<file path="src/rtl/game_dialog_text_src.sv">
// game_dialog_text_src: dialog text buffer with typewriter reveal, answering char_xy/char_line
// requests with font rows through a fixed 3-cycle pipeline into a registered font ROM.
module game_dialog_text_src #(
  parameter int REVEAL_DIV = 2,
  parameter logic [6:0] BLANK_CODE = 7'h20
) (
  input  logic        clk,
  input  logic        rst,
  input  logic [7:0]  char_xy,
  input  logic [3:0]  char_line,
  output logic [7:0]  char_line_pixels,
  output logic [10:0] font_addr,
  input  logic [7:0]  font_data,
  input  logic        wr_en,
  input  logic [7:0]  wr_addr,
  input  logic [6:0]  wr_data,
  input  logic [8:0]  text_len,
  input  logic        start,
  input  logic        skip,
  input  logic        clear,
  input  logic        frame_tick,
  output logic        busy,
  output logic        reveal_done
);
  typedef enum logic [1:0] {IDLE, REVEAL, SHOWN, CLEAR} state_t;
  localparam logic [3:0] DIV_M1 = 4'(REVEAL_DIV - 1);
  state_t r_state, w_state_n;
  logic [8:0] r_reveal, w_reveal_n, r_len, w_len_n;
  logic [3:0] r_div, w_div_n;
  logic [7:0] r_clr, w_clr_n;
  logic [6:0] r_mem [256];
  logic [6:0] r_code;
  logic [3:0] r_line;
  logic       r_vis, r_vis2;
  assign font_addr = {r_code, r_line};
  always_comb begin
    w_state_n = r_state;
    w_reveal_n = r_reveal;
    w_len_n = r_len;
    w_div_n = r_div;
    w_clr_n = r_clr;
    if (r_state == CLEAR) begin
      w_reveal_n = '0;
      w_clr_n = clear ? 8'd0 : r_clr + 8'd1;
      if (!clear && r_clr == 8'hff) w_state_n = IDLE;
    end else if (clear) begin
      w_state_n = CLEAR;
      w_clr_n = '0;
      w_reveal_n = '0;
    end else if (start) begin
      w_state_n = REVEAL;
      w_len_n = text_len;
      w_reveal_n = '0;
      w_div_n = '0;
    end else if (r_state == REVEAL) begin
      if (skip) w_reveal_n = r_len;
      else if (frame_tick && r_reveal < r_len) begin
        w_div_n = (r_div == DIV_M1) ? 4'd0 : r_div + 4'd1;
        w_reveal_n = (r_div == DIV_M1) ? r_reveal + 9'd1 : r_reveal;
      end
      if (w_reveal_n >= r_len) w_state_n = SHOWN;
    end
  end
  always_ff @(posedge clk) begin
    if (rst) begin
      r_state <= IDLE;
      r_reveal <= '0;
      r_len <= '0;
      r_div <= '0;
      r_clr <= '0;
      busy <= 1'b0;
      reveal_done <= 1'b0;
    end else begin
      r_state <= w_state_n;
      r_reveal <= w_reveal_n;
      r_len <= w_len_n;
      r_div <= w_div_n;
      r_clr <= w_clr_n;
      busy <= (w_state_n == REVEAL) || (w_state_n == CLEAR);
      reveal_done <= (w_state_n == SHOWN);
    end
  end
  // the sweep owns the write port while clearing; reset never touches the buffer
  always_ff @(posedge clk) begin
    if (!rst && r_state == CLEAR) r_mem[r_clr] <= BLANK_CODE;
    else if (!rst && wr_en) r_mem[wr_addr] <= wr_data;
  end
  always_ff @(posedge clk) begin
    if (rst) begin
      r_code <= '0;
      r_line <= '0;
      r_vis <= 1'b0;
      r_vis2 <= 1'b0;
      char_line_pixels <= '0;
    end else begin
      r_code <= r_mem[char_xy];
      r_line <= char_line;
      r_vis <= {1'b0, char_xy} < r_reveal;
      r_vis2 <= r_vis;
      char_line_pixels <= r_vis2 ? font_data : 8'h00;
    end
  end
endmodule

</file>
<file path="config.mk">
export PLATFORM = sky130hd
export DESIGN_NAME = game_dialog_text_src
export DESIGN_NICKNAME = d
export VERILOG_FILES = /design/src/rtl/game_dialog_text_src.sv
export SDC_FILE = /design/constraint.sdc
export NUM_CORES = 2
export LEC_CHECK = 0
export BUFFER_PORTS_ARGS = -buffer_cell sky130_fd_sc_hd__buf_2
export CORE_MARGIN = 2
export CORE_UTILIZATION = 45
export DETAILED_ROUTE_END_ITERATION = 10
export GPL_TIMING_DRIVEN = 0
export PLACE_DENSITY_LB_ADDON = 0.12
export SETUP_SLACK_MARGIN = 0.5
export SLEW_MARGIN = 20
export SYNTH_ARGS = -nofsm -noshare
export SYNTH_HDL_FRONTEND = slang
export SYNTH_SLANG_ARGS = --single-unit
</file>
<file path="constraint.sdc">
create_clock -name clk -period 7.8 [get_ports clk]
set_clock_uncertainty 0.05 [all_clocks]
set_input_delay 0.78 -clock clk [delete_from_list [all_inputs] [get_ports clk]]
set_output_delay 0.78 -clock clk [all_outputs]
set_load 0.02 [all_outputs]
</file>
# Word-level counts from Yosys, hierarchy flattened
# Memory sizes are Yosys's and may differ from the RTL's. A register that Yosys moved wholly into a read port is not among the register bits.
# Index checks and enable logic that the tools add are counted.
dict set report totals {
  register_bits 48
  out_inout_bits 21
  word_cells 73
  memories 1
  mem_bits_rw 1792
  latchBits 0
  mem_bits_ro 0
}
dict set report op_classes {
  n_shift 0
  add_sub_neg 3
  div 0
  mul 0
  n_lt_le_gt_ge 3
  bitwise 3
  mux 29
  n_reduce_logical 15
  eq_ne 8
}
# memory depth width read_ports rd_ports_with_merged_regs wr line
set memory_table {}
lappend memory_table {r_mem 256 7 1 1 1 31} ;# logic [6:0] r_mem [256];
# cell n
set ops {}
lappend ops {{$mux W9} 7}
lappend ops {{$mux W8} 4}
lappend ops {{$mux W4} 5}
lappend ops {{$mux W2} 6}
lappend ops {{$add A9 B1 Y9 const B} 1}
lappend ops {{$ge A9 B9 Y1} 1}
lappend ops {{$lt A8 B9 Y1} 1}
lappend ops {{$lt A9 B9 Y1} 1}
lappend ops {{$add A8 B1 Y8 const B} 1}
lappend ops {{$eq A8 B8 Y1 const B} 1}
lappend ops {{$mux W7} 1}
lappend ops {{$reduce_or A7 Y1} 1}
lappend ops {{$eq A2 B2 Y1 const B} 3}
lappend ops {{$mux W1} 6}
lappend ops {{$reduce_bool A2 Y1} 3}
lappend ops {{$reduce_and A5 Y1} 1}
lappend ops {{$add A4 B1 Y4 const B} 1}
lappend ops {{$eq A2 B1 Y1 const B} 2}
lappend ops {{$eq A4 B1 Y1 const B} 1}
lappend ops {{$logic_and A1 B1 Y1} 4}
lappend ops {{$reduce_or A4 Y1} 1}
lappend ops {{$not A1 Y1} 3}
lappend ops {{$reduce_and A3 Y1} 1}
lappend ops {{$logic_not A1 Y1} 2}
lappend ops {{other kinds (3)} 3}

# Longest topological paths before layout
dict set report depth {
  ltp_word 16
  depth_mapped 17
}

# Least setup slack after synthesis
# OpenSTA, ideal clock, no wires.
dict set report synth_timing {
  path_kind {register -> register}
  start {reg r_state[0]}
  end {mem r_mem[0][5], data pin}
  stages_incl_launch_ff 8
  required_ns 6.846
  n_path_buf 3
  path_slack_ns 2.296
  t_arrival_ns 4.550
  setup_time_ns 0.904
  period_less_slack_ns 5.504
  cell_sequence {dfxtp_1 > and2_1 > buf_4 > nor2_4 > and2_1 > buf_4 > buf_2 > nand2b_1}
}
dict set report synth_between {
  elab_chain_len 6
}
# element line
set synth_lines {}
lappend synth_lines {{start: declaration} 27} ;# state_t r_state, w_state_n;
lappend synth_lines {{start signal: assignment} 74} ;# r_state <= w_state_n;
lappend synth_lines {{$eq A2 B2 Y1} 85} ;# if (!rst && r_state == CLEAR) r_mem[r_clr] <= BLANK_CODE;
lappend synth_lines {{$logic_and A1 B1 Y1} 85}
lappend synth_lines {{$mux W1} 85}
lappend synth_lines {{$mux W1 (not written as such)} 86} ;# else if (!rst && wr_en) r_mem[wr_addr] <= wr_data;
lappend synth_lines {{$reduce_or A7 Y1 (no source line)} -}
lappend synth_lines {{$mux W7 (no source line)} -}
lappend synth_lines {{end: declaration} 31}
# Every way passes these cells.

==> qor.log <==
INFO  outcome        run_status=finished clean
INFO  clock_network  cts.htree.levels=4
INFO  placement      dp.cells=5722
INFO  cells_and_area post_route_cells_drive_above_1_share=24.3%
INFO  critical_path  worst_setup_path_end_kind=flop
INFO  floorplan      floorplan.die_area=163000um2
INFO  floorplan      core=158000um2
INFO  power_and_ir_drop design_power_total=20.8mW
INFO  clock_network  tritoncts_num_sinks=1846
INFO  yosys          number_of_flops_mapped_to_enable_cells_by_yosys=1792
INFO  power_and_ir_drop p_leak=25.3nW
INFO  placement      total_placed_instance_area=75800um2
INFO  floorplan      initial_core_util=45.3%
INFO  critical_path  worst-r2r-setup-slack=3.23ns
INFO  worst_hold_path holdCritPathClass=in -> reg
INFO  sta            final_hold_viol_count=0
INFO  clock_network  cts.path.max_buffers=3
INFO  global_routing grt_usage=30.2%
INFO  cells_and_area finalNonFillerCells=6054
INFO  placement      detailedPlacementHpwl=169000um
INFO  routing        number_of_vias_after_detailed_routing=39400
INFO  placement      gp_congestion=0.949
INFO  critical_path  r2r_cells=11
INFO  sta            finalWorstSetupSlack=2.86ns
INFO  worst_hold_path hold-path-cell-count=2
INFO  sta            timing.fmax=202MHz
INFO  worst_hold_path hold_path_startpoint=font_data[1]
INFO  cells_and_area utilization_after_layout=51.5%
INFO  cells_and_area synthToLayoutAreaGrowth=13.7%
INFO  placement      portBuffers=68
INFO  yosys          synth.yosys.warnings=0
INFO  routing        route.detailed.vias_per_inst=6.51
INFO  clock_network  cts_hold_buf=0
INFO  sta            fin_crit=4.94ns
INFO  sta            report.final.slew_viol_count=0
INFO  sta            tightestPinTransition=1.29ns
INFO  sta            grt_setup_unrepaired=no
INFO  yosys          synthArstFlopShare=0%
INFO  global_routing gr-total-overflow=0
INFO  yosys          synth-main-ff-cell=edfxtp_1
INFO  critical_path  worstSetupStartpointType=primary input
INFO  routing        postRouteAntennaNets=0
INFO  clock_network  tritoncts.num_buffers=187
INFO  yosys          synth.ff_latch_count=1846
INFO  job            maxCapViolations=0
INFO  floorplan      die_w=403um
INFO  clock_network  insertion_delay=0.84ns
INFO  yosys          synthesis.area=71800um2
INFO  worst_hold_path hold_path_end=char_line_pixels[1]
INFO  floorplan      placementRows=146
INFO  routing        wl=246000um
INFO  routing        detail_route.first_pass.iterations=6
INFO  clock_network  clk_transition_reported_paths=0.06ns
INFO  yosys          synth_nets=3618
INFO  yosys          post_synth.cell_area_avg=20.3um2
INFO  clock_network  clock_tree_from_tritoncts=built
INFO  critical_path  worstPathMaxFanout=10
INFO  critical_path  ff_to_ff_end=r_mem[191][5]
INFO  global_routing grt_first_pass_wirelength=327000um
INFO  yosys          ys_seq_area_share=76.5%
INFO  sta            finalCritPeriodShare=63.3%
INFO  placement      pre_cts_ws=2.32ns
INFO  yosys          ys_types=66
INFO  global_routing maximum_number_of_pins_on_one_net_before_global_route_repair=69
INFO  clock_network  cts.repair_timing.setup_buffer_count=0
INFO  floorplan      fp.dieH=403um
INFO  yosys          synthesis.instances=3539
INFO  cells_and_area fin_area=81600um2
INFO  critical_path  critical_path_arrival=5.43ns
INFO  cells_and_area finish.net_count=3919
INFO  critical_path  ws_path_type=in -> reg
INFO  routing        dr.first_iter.drc_count=6498
INFO  global_routing number_of_global_route_vias_before_repair=37500
INFO  clock_network  cts.root.buffer_cell=clkbuf_16
INFO  critical_path  r2r_start=r_state[1]
INFO  routing        detail_route.drc_violations=0
INFO  floorplan      ios=72
INFO  power_and_ir_drop worst_ir_drop_on_vdd=0.214mV
INFO  global_routing grt_antenna_before_repair=7
INFO  sta            finalSetupViolations=0
INFO  power_and_ir_drop power_per_unit_of_standard_cell_area=254nW/um2
INFO  sta            worst_slew_margin_rel=14.0%
INFO  clock_network  cts-resized-gates=0
INFO  routing        route.detailed.wl_per_inst=40.6um
INFO  critical_path  cp.required=8.29ns
==> worst max-delay path: stages <==
cell and delay (ns):
buf_2 0.21, clkbuf_1 0.45, buf_2 0.57, nand4b_1 0.56, buf_8 0.36, clkbuf_1 0.53
o22ai_1 1.19, a211oi_1 0.08, nand4_1 0.24, nand4_1 0.40
==> how the worst max path moves through the flow <==
stage / cells past startpoint / from / endpoint / slack, ns
6_report: 10 / char_xy[2] / r_code[2] / 2.86
5_1_grt: 10 / char_xy[2] / r_code[2] / 3.06
4_1_cts: 9 / char_xy[1] / r_code[2] / 3.20
3_5_place_dp: 9 / char_xy[1] / r_code[2] / 2.32
3_3_place_gp: 3 / rst / r_mem[241][6] / -2.41
2_1_floorplan: 7 / r_state[0] / r_mem[0][5] / 2.30
==> registers in the layout, summed over array words and instances, names as in the netlist, 2 cells and up <==
signal,flops
r_clr,8
r_div,4
r_mem,1792
r_state,2
r_line,4
r_code,7
r_len,9
r_reveal,9
char_line_pixels,8
==> cell families (layout without fill, tap and decap cells) <==
family,after synthesis,after routing,share of synthesized area [%]
AO/OA/AOI/OAI,289,289,2.61
XOR/XNOR,15,15,0.183
adder cells (fa/ha/maj),28,28,0.488
buffers and inverters,219,660,1.33
flip-flops,1846,1846,76.5
multiplexers,530,530,15.0
other,0,2,0
AND/OR/NAND/NOR,612,612,3.95
==> cell usage after synthesis, drive strengths merged, types with 4 or more instances <==
library cell	number	area, um2
a211oi	22	165
or3	5	31.3
nor2b	11	68.8
a22oi	12	90.1
nand3	43	215
buf	93	479
mux4	434	9770
nand2b	8	50.1
o21ai	50	250
nor2	317	1200
ha	28	350
dfxtp	54	1080
a21oi	21	105
and2	12	75.1
xnor2	10	87.6
and3	11	73.8
edfxtp	1792	53800
clkbuf	103	387
nor4	34	213
o22ai	126	788
nand4b	4	35.0
xor2	5	43.8
nand3b	18	135
nor3	16	80.1
o31ai	4	40.0
a31oi	17	128
nor3b	5	52.6
nand4	21	131
o221ai	8	70.1
nand2	94	363
inv	23	86.3
or4	6	48.8
a21o	9	67.6
mux2i	96	965
==> routing by layer <==
metal,track usage (%),wire (um)
met5,0,13
met4,13.5,12100
met3,7.76,26700
met2,45.6,112000
met1,41.7,95200
==> layout make-up <==
class / count / area [um2]
diodes: 2 / 5.00
repair buffers: 112 / 1320
flip-flops and latches: 1846 / 54900
clock inverters: 106 / 897
clock buffers: 223 / 4880
well taps: 2072 / 2590
inverters: 23 / 86.3
fillers: 12500 / 76800
multi-input cells: 1474 / 16000
plain buffers: 196 / 926
==> placed cells by master (no fill, tap or decap), drive strengths merged, types with 8 or more instances in the layout <==
cell type	synthesis	layout
a211oi	22	22
a21o	9	9
a21oi	21	21
a22oi	12	12
a31oi	17	17
and2	12	12
and3	11	11
buf	93	205
bufinv	0	14
clkbuf	103	326
clkinv	0	77
dfxtp	54	54
edfxtp	1792	1792
ha	28	28
inv	23	35
mux2i	96	96
mux4	434	434
nand2	94	94
nand2b	8	8
nand3	43	43
nand3b	18	18
nand4	21	21
nor2	317	317
nor2b	11	11
nor3	16	16
nor4	34	34
o21ai	50	50
o221ai	8	8
o22ai	126	126
xnor2	10	10
==> per-stage QoR <==
step,hold WS [ns],setup TNS [ns]
3_5_place_dp,0.377,0
3_3_place_gp,0.377,-3763.51
4_1_cts,0.0554,0
2_1_floorplan,0.364,0
5_1_grt,0.0890,0
6_report,0.110,0
==> power by group <==
part	switching [mW]	internal (mW)	total, mW
Clock	3.84	4.90	8.74
Combinational	0.811	0.354	1.16
Sequential	0.00883	10.9	10.9
Note: power is estimated with default switching activity, not from simulation.
